### src/rtl/grid_kbd_pkg.sv
// Shared definitions for the keyboard-driven grid cursor controller:
// default grid geometry, PS/2 set-2 scancodes and the parser state encoding.
package grid_kbd_pkg;

  localparam int unsigned COLS_DEF  = 6;
  localparam int unsigned ROWS_DEF  = 4;
  localparam int unsigned VAL_W_DEF = 4;

  localparam logic [7:0] SC_EXT   = 8'hE0;
  localparam logic [7:0] SC_BRK   = 8'hF0;
  localparam logic [7:0] SC_UP    = 8'h75;
  localparam logic [7:0] SC_DOWN  = 8'h72;
  localparam logic [7:0] SC_LEFT  = 8'h6B;
  localparam logic [7:0] SC_RIGHT = 8'h74;
  localparam logic [7:0] SC_ENTER = 8'h5A;
  localparam logic [7:0] SC_BKSP  = 8'h66;
  localparam logic [7:0] SC_ESC   = 8'h76;

  typedef enum logic [1:0] {
    P_IDLE,
    P_EXT,
    P_BRK,
    P_EXT_BRK
  } parse_state_e;

endpackage

### src/rtl/ps2_scancode_parser.sv
// PS/2 scancode byte parser. Tracks E0/F0 prefixes and flags each completed
// make code in the cycle of its strobe; break codes and parity-failed bytes
// are discarded.
//   clk_i, rst_i     clock / async active-high reset
//   kbd_data_i       scancode byte, valid with kbd_strobe_i
//   kbd_strobe_i     one-cycle byte strobe
//   parity_error_i   drop the strobed byte and resync to idle
//   cmd_valid_o      completed make code present this cycle
//   cmd_ext_o        make code was E0-prefixed
//   cmd_code_o       the make code byte
module ps2_scancode_parser
  import grid_kbd_pkg::*;
(
  input  logic       clk_i,
  input  logic       rst_i,
  input  logic [7:0] kbd_data_i,
  input  logic       kbd_strobe_i,
  input  logic       parity_error_i,
  output logic       cmd_valid_o,
  output logic       cmd_ext_o,
  output logic [7:0] cmd_code_o
);

  parse_state_e state_q, state_d;

  always_ff @(posedge clk_i or posedge rst_i) begin
    if (rst_i) state_q <= P_IDLE;
    else       state_q <= state_d;
  end

  always_comb begin
    state_d     = state_q;
    cmd_valid_o = 1'b0;
    cmd_ext_o   = 1'b0;
    cmd_code_o  = kbd_data_i;
    if (kbd_strobe_i) begin
      if (parity_error_i) begin
        state_d = P_IDLE;
      end else begin
        unique case (state_q)
          P_IDLE: begin
            if (kbd_data_i == SC_EXT)      state_d = P_EXT;
            else if (kbd_data_i == SC_BRK) state_d = P_BRK;
            else                           cmd_valid_o = 1'b1;
          end
          P_EXT: begin
            if (kbd_data_i == SC_BRK)      state_d = P_EXT_BRK;
            else if (kbd_data_i == SC_EXT) state_d = P_EXT;
            else begin
              cmd_valid_o = 1'b1;
              cmd_ext_o   = 1'b1;
              state_d     = P_IDLE;
            end
          end
          default: state_d = P_IDLE;  // P_BRK / P_EXT_BRK: swallow released key
        endcase
      end
    end
  end

endmodule

### src/rtl/grid_cursor_ctrl.sv
// Keyboard-driven cursor and cell-value controller for the on-screen grid.
// Holds a working cursor updated by arrow keys, a frame-synchronous shadow
// cursor for display, and one VAL_W-bit value per cell edited by
// Enter/Backspace/Esc. A registered query port reports per pixel whether the
// queried cell is the cursor and what value it holds.
//   clk, rst                 pixel clock / async active-high reset
//   kbd_data, kbd_strobe,
//   parity_error             raw scancode byte interface
//   frame_tick               start of vertical blanking; loads shadow cursor
//   query_x, query_y         cell being drawn
//   cursor_x, cursor_y       displayed (shadow) cursor
//   q_is_cursor, q_val       1-cycle-latency query results
//   key_evt                  pulses with every executed command
module grid_cursor_ctrl
  import grid_kbd_pkg::*;
#(
  parameter int unsigned COLS  = COLS_DEF,
  parameter int unsigned ROWS  = ROWS_DEF,
  parameter int unsigned VAL_W = VAL_W_DEF
) (
  input  logic             clk,
  input  logic             rst,
  input  logic [7:0]       kbd_data,
  input  logic             kbd_strobe,
  input  logic             parity_error,
  input  logic             frame_tick,
  input  logic [2:0]       query_x,
  input  logic [1:0]       query_y,
  output logic [2:0]       cursor_x,
  output logic [1:0]       cursor_y,
  output logic             q_is_cursor,
  output logic [VAL_W-1:0] q_val,
  output logic             key_evt
);

  localparam logic [2:0] X_MAX = 3'(COLS - 1);
  localparam logic [1:0] Y_MAX = 2'(ROWS - 1);

  logic       cmd_valid, cmd_ext;
  logic [7:0] cmd_code;

  ps2_scancode_parser u_parser (
    .clk_i          (clk),
    .rst_i          (rst),
    .kbd_data_i     (kbd_data),
    .kbd_strobe_i   (kbd_strobe),
    .parity_error_i (parity_error),
    .cmd_valid_o    (cmd_valid),
    .cmd_ext_o      (cmd_ext),
    .cmd_code_o     (cmd_code)
  );

  logic [2:0]       wx_q, wx_d, sx_q;
  logic [1:0]       wy_q, wy_d, sy_q;
  logic [VAL_W-1:0] cell_q [ROWS][COLS];
  logic [VAL_W-1:0] cell_d [ROWS][COLS];
  logic             evt_q, evt_d;
  logic             qcur_q, qcur_d;
  logic [VAL_W-1:0] qval_q, qval_d;
  logic             q_in_range;

  always_comb begin
    wx_d   = wx_q;
    wy_d   = wy_q;
    cell_d = cell_q;
    evt_d  = 1'b0;
    if (cmd_valid) begin
      if (cmd_ext) begin
        unique case (cmd_code)
          SC_UP:    begin wy_d = (wy_q == 2'd0)  ? Y_MAX : wy_q - 2'd1; evt_d = 1'b1; end
          SC_DOWN:  begin wy_d = (wy_q == Y_MAX) ? 2'd0  : wy_q + 2'd1; evt_d = 1'b1; end
          SC_LEFT:  begin wx_d = (wx_q == 3'd0)  ? X_MAX : wx_q - 3'd1; evt_d = 1'b1; end
          SC_RIGHT: begin wx_d = (wx_q == X_MAX) ? 3'd0  : wx_q + 3'd1; evt_d = 1'b1; end
          default:  ;
        endcase
      end else begin
        unique case (cmd_code)
          SC_ENTER: begin
            cell_d[wy_q][wx_q] = cell_q[wy_q][wx_q] + VAL_W'(1);
            evt_d = 1'b1;
          end
          SC_BKSP: begin
            cell_d[wy_q][wx_q] = '0;
            evt_d = 1'b1;
          end
          SC_ESC: begin
            cell_d = '{default: '0};
            wx_d   = '0;
            wy_d   = '0;
            evt_d  = 1'b1;
          end
          default: ;
        endcase
      end
    end
  end

  // Zero-extended compares keep the range check meaningful for any geometry.
  always_comb begin
    q_in_range = ({1'b0, query_x} < 4'(COLS)) && ({1'b0, query_y} < 3'(ROWS));
    qcur_d     = q_in_range && (query_x == sx_q) && (query_y == sy_q);
    qval_d     = '0;
    if (q_in_range) qval_d = cell_q[query_y][query_x];
  end

  always_ff @(posedge clk or posedge rst) begin
    if (rst) begin
      wx_q   <= '0;
      wy_q   <= '0;
      sx_q   <= '0;
      sy_q   <= '0;
      cell_q <= '{default: '0};
      evt_q  <= 1'b0;
      qcur_q <= 1'b0;
      qval_q <= '0;
    end else begin
      wx_q   <= wx_d;
      wy_q   <= wy_d;
      cell_q <= cell_d;
      evt_q  <= evt_d;
      qcur_q <= qcur_d;
      qval_q <= qval_d;
      // Sampling the registered working cursor gives the pre-command value
      // when a command lands on the same edge.
      if (frame_tick) begin
        sx_q <= wx_q;
        sy_q <= wy_q;
      end
    end
  end

  assign cursor_x    = sx_q;
  assign cursor_y    = sy_q;
  assign q_is_cursor = qcur_q;
  assign q_val       = qval_q;
  assign key_evt     = evt_q;

endmodule
### config.mk
export PLATFORM = sky130hd
export DESIGN_NAME = grid_cursor_ctrl
export DESIGN_NICKNAME = d
export VERILOG_FILES = /design/src/rtl/grid_kbd_pkg.sv /design/src/rtl/ps2_scancode_parser.sv /design/src/rtl/grid_cursor_ctrl.sv
export SDC_FILE = /design/constraint.sdc
export NUM_CORES = 1
export LEC_CHECK = 0
export ABC_AREA = 1
export CAP_MARGIN = 0
export CORE_MARGIN = 2
export CORE_UTILIZATION = 35
export CTS_BUF_LIST = sky130_fd_sc_hd__clkbuf_4 sky130_fd_sc_hd__clkbuf_8 sky130_fd_sc_hd__clkbuf_16
export CTS_CLUSTER_SIZE = 8
export DETAILED_ROUTE_END_ITERATION = 6
export GPL_ROUTABILITY_DRIVEN = 1
export GPL_TIMING_DRIVEN = 0
export PLACE_DENSITY = 0.61
export RECOVER_POWER = 100
export SETUP_SLACK_MARGIN = 0.1
export SYNTH_ARGS = -nofsm -noshare
export SYNTH_HDL_FRONTEND = slang
export SYNTH_SLANG_ARGS = --single-unit
### constraint.sdc
create_clock -name clk -period 4 [get_ports clk]
set_input_delay 0.8 -clock clk [delete_from_list [all_inputs] [get_ports clk]]
set_output_delay 0.8 -clock clk [all_outputs]
set_load 0.01 [all_outputs]
==> impl_metrics.env <==
export IMPL_maxCapViolations=1
export IMPL_period_needed_ns=3.62
export IMPL_path_max_fanout=10
export IMPL_layout_nets=1132
export IMPL_drc=0
export IMPL_cts_repair_resized=0
export IMPL_yosysWarnings=0
export IMPL_cp_slowest_cell="nor2_1"
export IMPL_synth_area_top_cells="dfrtp_1 (39%), nand2_1 (11%), o21ai_0 (9.2%), inv_1 (7.3%), nand3_1 (6.9%)"
export IMPL_grt_use_total=0.263
export IMPL_max_stage_delay_ns=0.61
export IMPL_synthesis_area_mm2=0.00738
export IMPL_status="finished with violations"
export IMPL_drtIter0Drc=960
export IMPL_grt_overflow=0
export IMPL_synth_edf_count=0
export IMPL_r2r_start="wy_q[0]"
export IMPL_p_int_mw=2.29
export IMPL_fin_util=0.410
export IMPL_clock_latency_ns=0.43
export IMPL_postCtsSetupBuffers=0
export IMPL_p_switching_mw=1.19
export IMPL_die_area_mm2=0.0223
export IMPL_end_kind="flip-flop"
export IMPL_required_ns=4.33
export IMPL_final_layout_size_suffix_gt1_frac=0.0865
export IMPL_maxSlewViolCount=38
export IMPL_antenna_found_initial=0
export IMPL_fin_hold_ws_ns=0.528
export IMPL_synth_most_common_cell="nand2_1"
export IMPL_die_h_um=149
export IMPL_die_x_um=149
export IMPL_cts_max_level=4
export IMPL_violations="capacitance limit, slew limit"
export IMPL_fin_crit_sh=0.906
export IMPL_min_path_type="reg -> reg"
export IMPL_numCtsBuffers=17
export IMPL_dr_wl_met3_um=2480
export IMPL_routedLengthMet1_um=12300
export IMPL_synthCells=1062
export IMPL_synth_top_cell_area_share=0.387
export IMPL_top_layer="met4"
export IMPL_dpl_hpwl_um=21300
export IMPL_p_comb_frac=0.222
export IMPL_worst_setup_path_start_kind="flip-flop"
export IMPL_critPathMostFrequentCell="nand2_1"
export IMPL_syn2layout_area_growth_pct=15.6
export IMPL_power_density_mw_per_mm2=409
export IMPL_synth_top_cells_by_count="nand2_1 (216), inv_1 (144), o21ai_0 (136)"
export IMPL_crit_type="reg -> reg"
export IMPL_rsz0062_at_grt="no"
export IMPL_worst_pin_slew_ns=1.58
export IMPL_gp_congestion=1.00
export IMPL_synth_cell_types=36
export IMPL_crit_chain="clkbuf_1, nand2_1, o211ai_1, nand2_1, nand2_1, nand2_1, nor2_1, nor2_2, ha_1, nand2_1, nor2_1, clkbuf_1, nand2_1, o21ai_0"
export IMPL_p_leak_nw=3.88
export IMPL_cts_tree="built"
export IMPL_wl_um=28600
export IMPL_yosys_area_top_type="dfrtp_1"
export IMPL_grt_pass1_wl_um=43100
export IMPL_r2r_cells=14
export IMPL_ys_async_sr_fraction=1.00
export IMPL_worst_r2r_setup_slack_ns=0.38
export IMPL_io_pins=29
export IMPL_peakVddDrop_mv=0.264
export IMPL_coreArea_mm2=0.0208
export IMPL_wl_met2_um=12800
export IMPL_ys_ff_latch=114
export IMPL_cts_num_sinks=114
export IMPL_drt_pass1_iterations=5
export IMPL_grt_max_degree=79
export IMPL_sw_frac_of_total=0.343
export IMPL_start_util=0.354
export IMPL_grt_pass1_vias=7129
export IMPL_clk_pin_slew_worst_paths_ns=0.06
export IMPL_finalSetupViolCount=0
export IMPL_root_buffer="clkbuf_16"
export IMPL_slew_headroom=-0.0564
export IMPL_p_clk_frac=0.436
export IMPL_ant_nets=0
export IMPL_syn_nets=1086
export IMPL_route_vias_total=7746
export IMPL_synth_avg_cell_area_um2=6.95
export IMPL_yosysSeqAreaShare=0.387
export IMPL_dpl_instance_area_mm2=0.00802
export IMPL_arrival_ns=3.95
export IMPL_whs_path_depth=2
export IMPL_stdcell_area_mm2=0.00853
export IMPL_ys_flop_type="dfrtp_1"
export IMPL_rows=53
export IMPL_route_detailed_vias_per_inst=5.55
export IMPL_clock_skew_ns=0.0137
export IMPL_antennaDiodeCount=0
export IMPL_timing_fmax_ghz=0.276
export IMPL_wl_per_cell_um=20.5
export IMPL_p_total_mw=3.49
export IMPL_clock_path_buffers=2
export IMPL_portBuffers=26
export IMPL_cts_hold_buf=0
export IMPL_hold_violations=0
export IMPL_p_seq_frac=0.342
-- per-layer routing --
layer / vias to the layer above / GRT usage
met5: - / 0
met4: 0 / 0.114
met3: 52 / 0.0422
met2: 418 / 0.398
met1: 3680 / 0.372
li1: 3596 / -
-- cells in the final DEF, fill, tap and decap left out, types with 3 or more instances in the layout --
| cell | instances |
|---|---|
| a21oi_1 | 66 |
| a31oi_1 | 8 |
| buf_1 | 5 |
| buf_2 | 15 |
| buf_4 | 12 |
| clkbuf_1 | 25 |
| clkbuf_16 | 17 |
| clkdlybuf4s50_1 | 11 |
| clkinv_1 | 3 |
| clkinv_2 | 5 |
| clkinvlp_4 | 5 |
| dfrtp_1 | 114 |
| dlygate4sd3_1 | 15 |
| ha_1 | 6 |
| inv_1 | 143 |
| inv_2 | 3 |
| nand2_1 | 216 |
| nand2_2 | 4 |
| nand3_1 | 102 |
| nand4_1 | 6 |
| nor2_1 | 81 |
| nor2_2 | 4 |
| nor3_1 | 7 |
| nor3_2 | 16 |
| o211ai_1 | 33 |
| o21ai_0 | 153 |
| o21ai_1 | 15 |
| o221ai_1 | 6 |
| or2_2 | 5 |
-- power by group through the flow --
stage                     sequential (mW)  clock [mW]  combinational [mW]
after global routing                 1.19        1.58               0.811
after detailed placement             1.21           0               0.749
after floorplan                      1.21           0               0.448
final                                1.19        1.52               0.775
after CTS                            1.19        1.53               0.753
after global placement               1.21           0               0.745
-- layout make-up --
class | count | area [um^2]
clock inverters | 14 | 140
clock buffers | 18 | 439
plain buffers | 59 | 294
fillers | 2212 | 12300
inverters | 150 | 564
repair buffers | 27 | 268
flip-flops and latches | 114 | 2850
multi-input cells | 739 | 3620
well taps | 275 | 344
-- through the flow --
step | cells | setup slack, ns | TNS [ns]
floorplan | 1062 | 0.184 | 0
global placement | 1363 | -1.78 | -201.56
detailed placement | 1364 | 0.467 | 0
CTS | 1396 | 0.700 | 0
global route | 1396 | 0.262 | 0
finish | 1396 | 0.377 | 0
-- critical path: cells and delay by family (launching register included) --
family	cells	cell delay [ns]
AND/OR/NAND/NOR	9	1.40
buffers and inverters	2	1.06
flip-flops	1	0.49
adder cells (fa/ha/maj)	1	0.30
AO/OA/AOI/OAI	2	0.26
-- worst max-delay path by stage --
stage	from	end	depth (start not counted)	slack [ns]
2_1_floorplan	rst	asynchronous set/reset pin	1	0.18
3_3_place_gp	rst	asynchronous set/reset pin	2	-1.78
3_5_place_dp	kbd_data[2]	flip-flop	12	0.47
4_1_cts	wy_q[1]	flip-flop	16	0.70
5_1_grt	kbd_data[2]	flip-flop	12	0.26
6_report	wy_q[0]	flip-flop	14	0.38
-- cell families after synthesis --
group | after synthesis | share of synthesized area
fa+ha+maj | 6 | 0.0102
simple gates | 445 | 0.272
flops | 114 | 0.387
xor+xnor | 2 | 0.00237
compound gates | 286 | 0.212
buf+inv | 209 | 0.117
Note: power is estimated with default switching activity, not from simulation.
